$ cat src/rtl/sram_req_ctrl_if.sv
// Request/response stream between an initiator and sram_req_ctrl.
// The master drives requests and consumes responses; the slave is the controller.
interface sram_req_ctrl_if #(
    parameter int ADDR_WIDTH = 4,
    parameter int DATA_WIDTH = 16
);
    logic                  req_valid;
    logic                  req_ready;
    logic                  req_wr;
    logic [ADDR_WIDTH-1:0] req_addr;
    logic [DATA_WIDTH-1:0] req_wdata;
    logic                  rsp_valid;
    logic                  rsp_ready;
    logic [DATA_WIDTH-1:0] rsp_rdata;

    modport master (
        output req_valid, req_wr, req_addr, req_wdata, rsp_ready,
        input  req_ready, rsp_valid, rsp_rdata
    );

    modport slave (
        input  req_valid, req_wr, req_addr, req_wdata, rsp_ready,
        output req_ready, rsp_valid, rsp_rdata
    );
endinterface

$ cat src/rtl/sram_req_ctrl.sv
// Initiator-side controller for a single-port SRAM with 1-cycle read latency.
// Read data returns in order through a 2-entry FIFO guarded by a credit check.
module sram_req_ctrl #(
    parameter int ADDR_WIDTH = 4,
    parameter int DATA_WIDTH = 16
) (
    input  logic                  clk,
    input  logic                  rst,
    sram_req_ctrl_if.slave        bus,
    output logic [ADDR_WIDTH-1:0] sram_addr,
    output logic [DATA_WIDTH-1:0] sram_din,
    output logic                  sram_wr,
    input  logic [DATA_WIDTH-1:0] sram_qout
);
    logic [DATA_WIDTH-1:0] entry [2];
    logic                  wr_ptr;
    logic                  rd_ptr;
    logic [1:0]            count;
    logic                  rd_inflight;
    logic                  acc;
    logic                  pop;
    logic                  push;
    logic [2:0]            credit;

    assign acc  = bus.req_valid && bus.req_ready;
    assign pop  = bus.rsp_valid && bus.rsp_ready;
    assign push = rd_inflight;

    // Reads queued plus in flight, minus the one leaving now; pop implies count >= 1.
    assign credit        = {1'b0, count} + {2'b00, rd_inflight} - {2'b00, pop};
    assign bus.req_ready = !rst && (credit < 3'd2);
    assign bus.rsp_valid = !rst && (count != 2'd0);
    assign bus.rsp_rdata = rst ? '0 : entry[rd_ptr];

    assign sram_addr = bus.req_addr;
    assign sram_din  = bus.req_wdata;
    assign sram_wr   = acc && bus.req_wr;

    always_ff @(posedge clk) begin
        if (rst) begin
            count       <= 2'd0;
            wr_ptr      <= 1'b0;
            rd_ptr      <= 1'b0;
            rd_inflight <= 1'b0;
            // NOTE: storage is reset here only so rsp_rdata reads 0 out of reset.
            entry[0]    <= '0;
            entry[1]    <= '0;
        end else begin
            // NOTE: non-blocking so every register samples the pre-edge values of the others.
            rd_inflight <= acc && !bus.req_wr;
            if (push) begin
                entry[wr_ptr] <= sram_qout;
                wr_ptr        <= ~wr_ptr;
            end
            if (pop) begin
                rd_ptr <= ~rd_ptr;
            end
            count <= count + {1'b0, push} - {1'b0, pop};
        end
    end
endmodule

$ cat src/flat_wrapper.sv
// flat-port wrapper written by rule: the top's interface ports become plain ports
module sram_req_ctrl_flat 
#(
    parameter int ADDR_WIDTH = 4,
    parameter int DATA_WIDTH = 16
)
  (clk, rst, sram_addr, sram_din, sram_wr, sram_qout, bus_req_valid, bus_req_wr, bus_req_addr, bus_req_wdata, bus_rsp_ready, bus_req_ready, bus_rsp_valid, bus_rsp_rdata);
  sram_req_ctrl_if #(.ADDR_WIDTH(ADDR_WIDTH), .DATA_WIDTH(DATA_WIDTH)) bus_i ();
  input  logic clk;
  input  logic rst;
  output logic [ADDR_WIDTH-1:0] sram_addr;
  output logic [DATA_WIDTH-1:0] sram_din;
  output logic sram_wr;
  input  logic [DATA_WIDTH-1:0] sram_qout;
  input wire logic [$bits(bus_i.req_valid)-1:0] bus_req_valid;
  input wire logic [$bits(bus_i.req_wr)-1:0] bus_req_wr;
  input wire logic [$bits(bus_i.req_addr)-1:0] bus_req_addr;
  input wire logic [$bits(bus_i.req_wdata)-1:0] bus_req_wdata;
  input wire logic [$bits(bus_i.rsp_ready)-1:0] bus_rsp_ready;
  output wire logic [$bits(bus_i.req_ready)-1:0] bus_req_ready;
  output wire logic [$bits(bus_i.rsp_valid)-1:0] bus_rsp_valid;
  output wire logic [$bits(bus_i.rsp_rdata)-1:0] bus_rsp_rdata;
  assign bus_i.req_valid = bus_req_valid;
  assign bus_i.req_wr = bus_req_wr;
  assign bus_i.req_addr = bus_req_addr;
  assign bus_i.req_wdata = bus_req_wdata;
  assign bus_i.rsp_ready = bus_rsp_ready;
  assign bus_req_ready = bus_i.req_ready;
  assign bus_rsp_valid = bus_i.rsp_valid;
  assign bus_rsp_rdata = bus_i.rsp_rdata;
  sram_req_ctrl #(.ADDR_WIDTH(ADDR_WIDTH), .DATA_WIDTH(DATA_WIDTH)) u_core (.clk(clk), .rst(rst), .bus(bus_i), .sram_addr(sram_addr), .sram_din(sram_din), .sram_wr(sram_wr), .sram_qout(sram_qout));
endmodule
$ cat config.mk
export PLATFORM = sky130hd
export DESIGN_NAME = sram_req_ctrl_flat
export DESIGN_NICKNAME = d
export VERILOG_FILES = /design/src/rtl/sram_req_ctrl_if.sv /design/src/rtl/sram_req_ctrl.sv /design/src/flat_wrapper.sv
export SDC_FILE = /design/constraint.sdc
export NUM_CORES = 1
export LEC_CHECK = 0
export ABC_AREA = 1
export CAP_MARGIN = 10
export CORE_MARGIN = 3
export CORE_UTILIZATION = 34
export DETAILED_ROUTE_END_ITERATION = 6
export GPL_TIMING_DRIVEN = 0
export PLACE_DENSITY = 0.76
export SYNTH_ARGS = -nofsm -noshare
export SYNTH_HDL_FRONTEND = slang
export SYNTH_SLANG_ARGS = --single-unit
$ cat constraint.sdc
create_clock -name clk -period 9 [get_ports clk]
set_input_delay 2.25 -clock clk [delete_from_list [all_inputs] [get_ports clk]]
set_output_delay 2.25 -clock clk [all_outputs]
set_load 0.02 [all_outputs]
# Word-level counts from Yosys, hierarchy flattened
# Memory sizes are Yosys's and may differ from the RTL's. A register that Yosys moved wholly into a read port is not among the register bits.
# Index checks and enable logic that the tools add are counted.
# word_totals
register_bits	5
ram_bits	32
out_inout_bits	39
elab_cells	33
mem_count	1
# classes
add_sub_neg	4
order_cmp	1
n_mux	11
bitwise_logic	2
n_reduce_logical	10
# memory_table
memory	depth	word_bits	read_ports	rd_ports_with_merged_regs	write_ports	line_no	source
u_core.entry	2	16	1	1	2	sram_req_ctrl.sv:15	logic [DATA_WIDTH-1:0] entry [2];
# ops
cell	count
2-to-1 mux 16 bit	2
OR reduction 16 bit	1
2-to-1 mux 1 bit	9
logical AND 1 bit	6
adder 2 x 1 -> 3 bit	1
< comparator 3 x 2 -> 1 bit (second input constant)	1
subtractor 3 x 1 -> 3 bit	1
adder 2 x 1 -> 2 bit	1
zero test 1 bit	2
NOT 1 bit	2
nonzero test 2 bit	1
subtractor 2 x 1 -> 2 bit	1

# Longest topological paths before layout
# depth
ltp_word	8
ltp_mapped	11
mapped_depth_nobuf	11

# Worst setup path after synthesis
# No wires, ideal clock.
# synth_path
path_kind	input to output
start	in rst
end	out sram_wr
t_arrival_ps	3872
required_ps	6750
slack_ps	2878
path_stages	10
path_buffers	0
cell_sequence	inv_2 > nand3_1 > inv_1 > ha_1 > inv_1 > ha_1 > fa_1 > nor2_1 > nand4_1 > nor2_1
# synth_between
elab_chain_cells	8
# synth_rtl
item	line_no	source
start: declaration	flat_wrapper.sv:10	input logic rst;
zero test 1 bit	sram_req_ctrl.sv:32	assign bus.rsp_valid = !rst && (count != 2'd0);
logical AND 1 bit	sram_req_ctrl.sv:32	
logical AND 1 bit	sram_req_ctrl.sv:26	assign pop = bus.rsp_valid && bus.rsp_ready;
via u_core.pop	sram_req_ctrl.sv:21	logic pop;
subtractor 3 x 1 -> 3 bit	sram_req_ctrl.sv:30	assign credit = {1'b0, count} + {2'b00, rd_inflight} - {2'b00, pop};
via u_core.credit[1]	sram_req_ctrl.sv:23	logic [2:0] credit;
< comparator 3 x 2 -> 1 bit	sram_req_ctrl.sv:31	assign bus.req_ready = !rst && (credit < 3'd2);
logical AND 1 bit	sram_req_ctrl.sv:31	
logical AND 1 bit	sram_req_ctrl.sv:25	assign acc = bus.req_valid && bus.req_ready;
logical AND 1 bit	sram_req_ctrl.sv:37	assign sram_wr = acc && bus.req_wr;
end: declaration	flat_wrapper.sv:13	output logic sram_wr;
# The timed path passes the listed nets, and every way through them passes these cells.

# Worst setup path in the final report
# Same ends and word-level chain as after synthesis.

==> metrics.txt <==
hold_buf cts=0; CTS Buf Count=5; GP Congestion=about 0.7; Max-Cap Viols=0; Final min period=7.25 ns; count of cell types in the netlist=22; Final Hold Viols=0; slack of the critical path=1.75 ns; endpoint class of the critical path=output port; Leak=between 1 and 1.5 nW; Slew Limit Headroom=0.513; via count=1434; post-synthesis sequential area ratio=0.565; Crit Path Class=input pin to output port; worst path required time=6.75 ns; Placed Area=2590 um2; r2r worst-path depth=11; Setup WS pre-CTS=1.76 ns; Final period util=0.806; clk sink count=38; top-area cell type share of the netlist area=0.502; drt drc=0; Syn Nets=approximately 240; Remaining Overflow, GRT=0; Hold Crit Class=flop to flop; most common cell after layout, fill and taps aside=nor2_1; max incr delay on CP=0.61 ns; drt wl/cell=between 10 and 15 um; nets=310; total wire length=3770 um; Slowest-stage cell, CP=clkdlybuf4s50_1; H-tree depth=2; hold depth=4; average size of a mapped cell=9.57 um2; Clock Skew=0.00273 ns; Root Driver=clkbuf_8; critical-path cell list=clkdlybuf4s50_1, inv_2, nand3_1, inv_1, ha_1, inv_1, ha_1, fa_1, nor2_1, nand4_1, nor2_1, clkdlybuf4s50_1; CP delay by family, top=buffers and inverters; Antenna Nets Post-Route=0; r2r setup slk=6.94 ns; diodes inserted=0; Startpoint Class=input pin; CTS resizes=0; CTS tree=yes; share of cells above drive strength 1=0.180; number of fill cells in the layout=503; starting density of the core=0.363; Buf+Inv Stages, Crit Path=5; endpoints failing setup=0; TNS Setup=0 ns; hold worst-path end=u_core.rd_ptr$_SDFFE_PP0P_; RR Endpoint=u_core.push$_SDFF_PP0_; number of global-route vias before repair=1339; FP Rows=26; clk buf depth=2; area delta synth->final=40.2%; die width=roughly 80 um; Setup Fix Bufs, Post-CTS=0; worst-case vdd ir drop=just under 0.06 mV; Synth Instances=200; Global Route Usage Sum=0.118; Worst-Margin Slew=0.729 ns; area leader, netlist=edfxtp_1; die height=81.0 um; DPL Wire Length=2840 um; die area=6560 um2; Port Buffers=59; iteration count of the initial detailed-routing pass=4; fin. max-slew vios=0; synthesized flop and latch total=38; Design Area, Final=2680 um2; FMAX=138 MHz; Vias/cell=4.26; initial antenna violation count=0; Crit Path Max Fanout=6; Post-Syn Area=~1900 um2; status=complete, no violations; number of DRC violations after detailed-routing iteration 0=51; most frequent cells in the layout=62 x nor2_1, 59 x clkdlybuf4s50_1, 32 x edfxtp_1; ranking of synthesized cells by area=edfxtp_1 50%, nor2_1 12%, buf_4 8.6%; clock latency on the worst-skew pair=0.29 ns; worst r2r src=u_core.count[1]$_SDFF_PP0_; largest net degree at the start of global routing=17; Synth Warn #=0; hold path startpoint=u_core.rd_ptr$_SDFFE_PP0P_; power density cells=between 150 and 200 nW/um2; RSZ-0062 raised after global routing=no; Core Region=5270 um2; global-route wire length before repair=5840 um; Arr. time, crit path=5.00 ns; Top Ports=80; Worst-path clk slew=0.07 ns
synth_stat cells, drive strengths merged:
master,count
clkbuf,1
and3,1
buf,25
a21oi,1
ha,2
nand4,2
edfxtp,32
or2,1
nor2,72
nand2,8
o21ai,16
dfxtp,6
inv,29
nand3,3
fa,1
report_power, final:
part / switching, W / internal (W) / total, W / leakage (nW)
registers: 0.00000451 / 0.000202 / 0.000206 / 0.380
clock network: 0.0000573 / 0.0000617 / 0.000119 / 0.0482
logic: 0.0000499 / 0.0000466 / 0.0000965 / 0.753
total: 0.000112 / 0.000310 / 0.000422 / 1.18
sequential cells by signal, indices dropped and copies added (netlist names), named ones only:
name / count
u_core.push: 1
u_core.wr_ptr: 1
u_core.entry: 32
u_core.rd_ptr: 1
u_core.count: 2
logic make-up (layout without fill, tap and decap cells):
| group | Yosys count | in the layout | share of synthesized area |
|---|---|---|---|
| flip-flops | 38 | 38 | 0.565 |
| adder cells (fa/ha/maj) | 3 | 3 | 0.0235 |
| AO/OA/AOI/OAI | 17 | 17 | 0.0445 |
| AND/OR/NAND/NOR | 87 | 87 | 0.207 |
| buffers and inverters | 55 | 122 | 0.160 |
per-layer routing:
metal  routed length (um)  GRT usage
met4                   54     0.0541
met5                    0          0
met3                  411     0.0477
met1                 1560      0.131
met2                 1740      0.200
worst max-delay path by stage:
stage,endpoint,start,cells past startpoint
finish,sram_wr,rst,12
global route,sram_wr,rst,12
CTS,sram_wr,rst,12
detailed placement,sram_wr,rst,12
global placement,sram_wr,rst,12
floorplan,sram_wr,rst,10
worst register-to-register path, delay by kind of cell (launching register included):
| family | cells | cell delay, ns |
|---|---|---|
| adder cells (fa/ha/maj) | 3 | 0.82 |
| flip-flops | 1 | 0.32 |
| AND/OR/NAND/NOR | 5 | 0.62 |
| buffers and inverters | 3 | 0.20 |
metrics by stage:
stage | total power (W) | instances | hold slack [ns] | utilization
after floorplan | 0.000265 | 200 | 0.510 | -
after global placement | 0.000306 | 329 | 0.525 | 0.492
after detailed placement | 0.000308 | 329 | 0.537 | 0.492
after CTS | 0.000427 | 337 | 0.553 | 0.509
after global routing | 0.000441 | 337 | 0.589 | 0.509
final | 0.000422 | 337 | 0.553 | 0.509
area by class of cell:
type | instances | area (um2) | share of cell area
multi-input combinational | 107 | 526 | 0.196
tap | 70 | 87.6 | 0.0326
inverter | 29 | 109 | 0.0406
buffer | 26 | 198 | 0.0737
timing repair buffer | 59 | 591 | 0.220
clock inverter | 1 | 5.00 | 0.00187
clock buffer | 7 | 86.3 | 0.0322
sequential | 38 | 1080 | 0.403
Note: power is estimated with default switching activity, not from simulation.
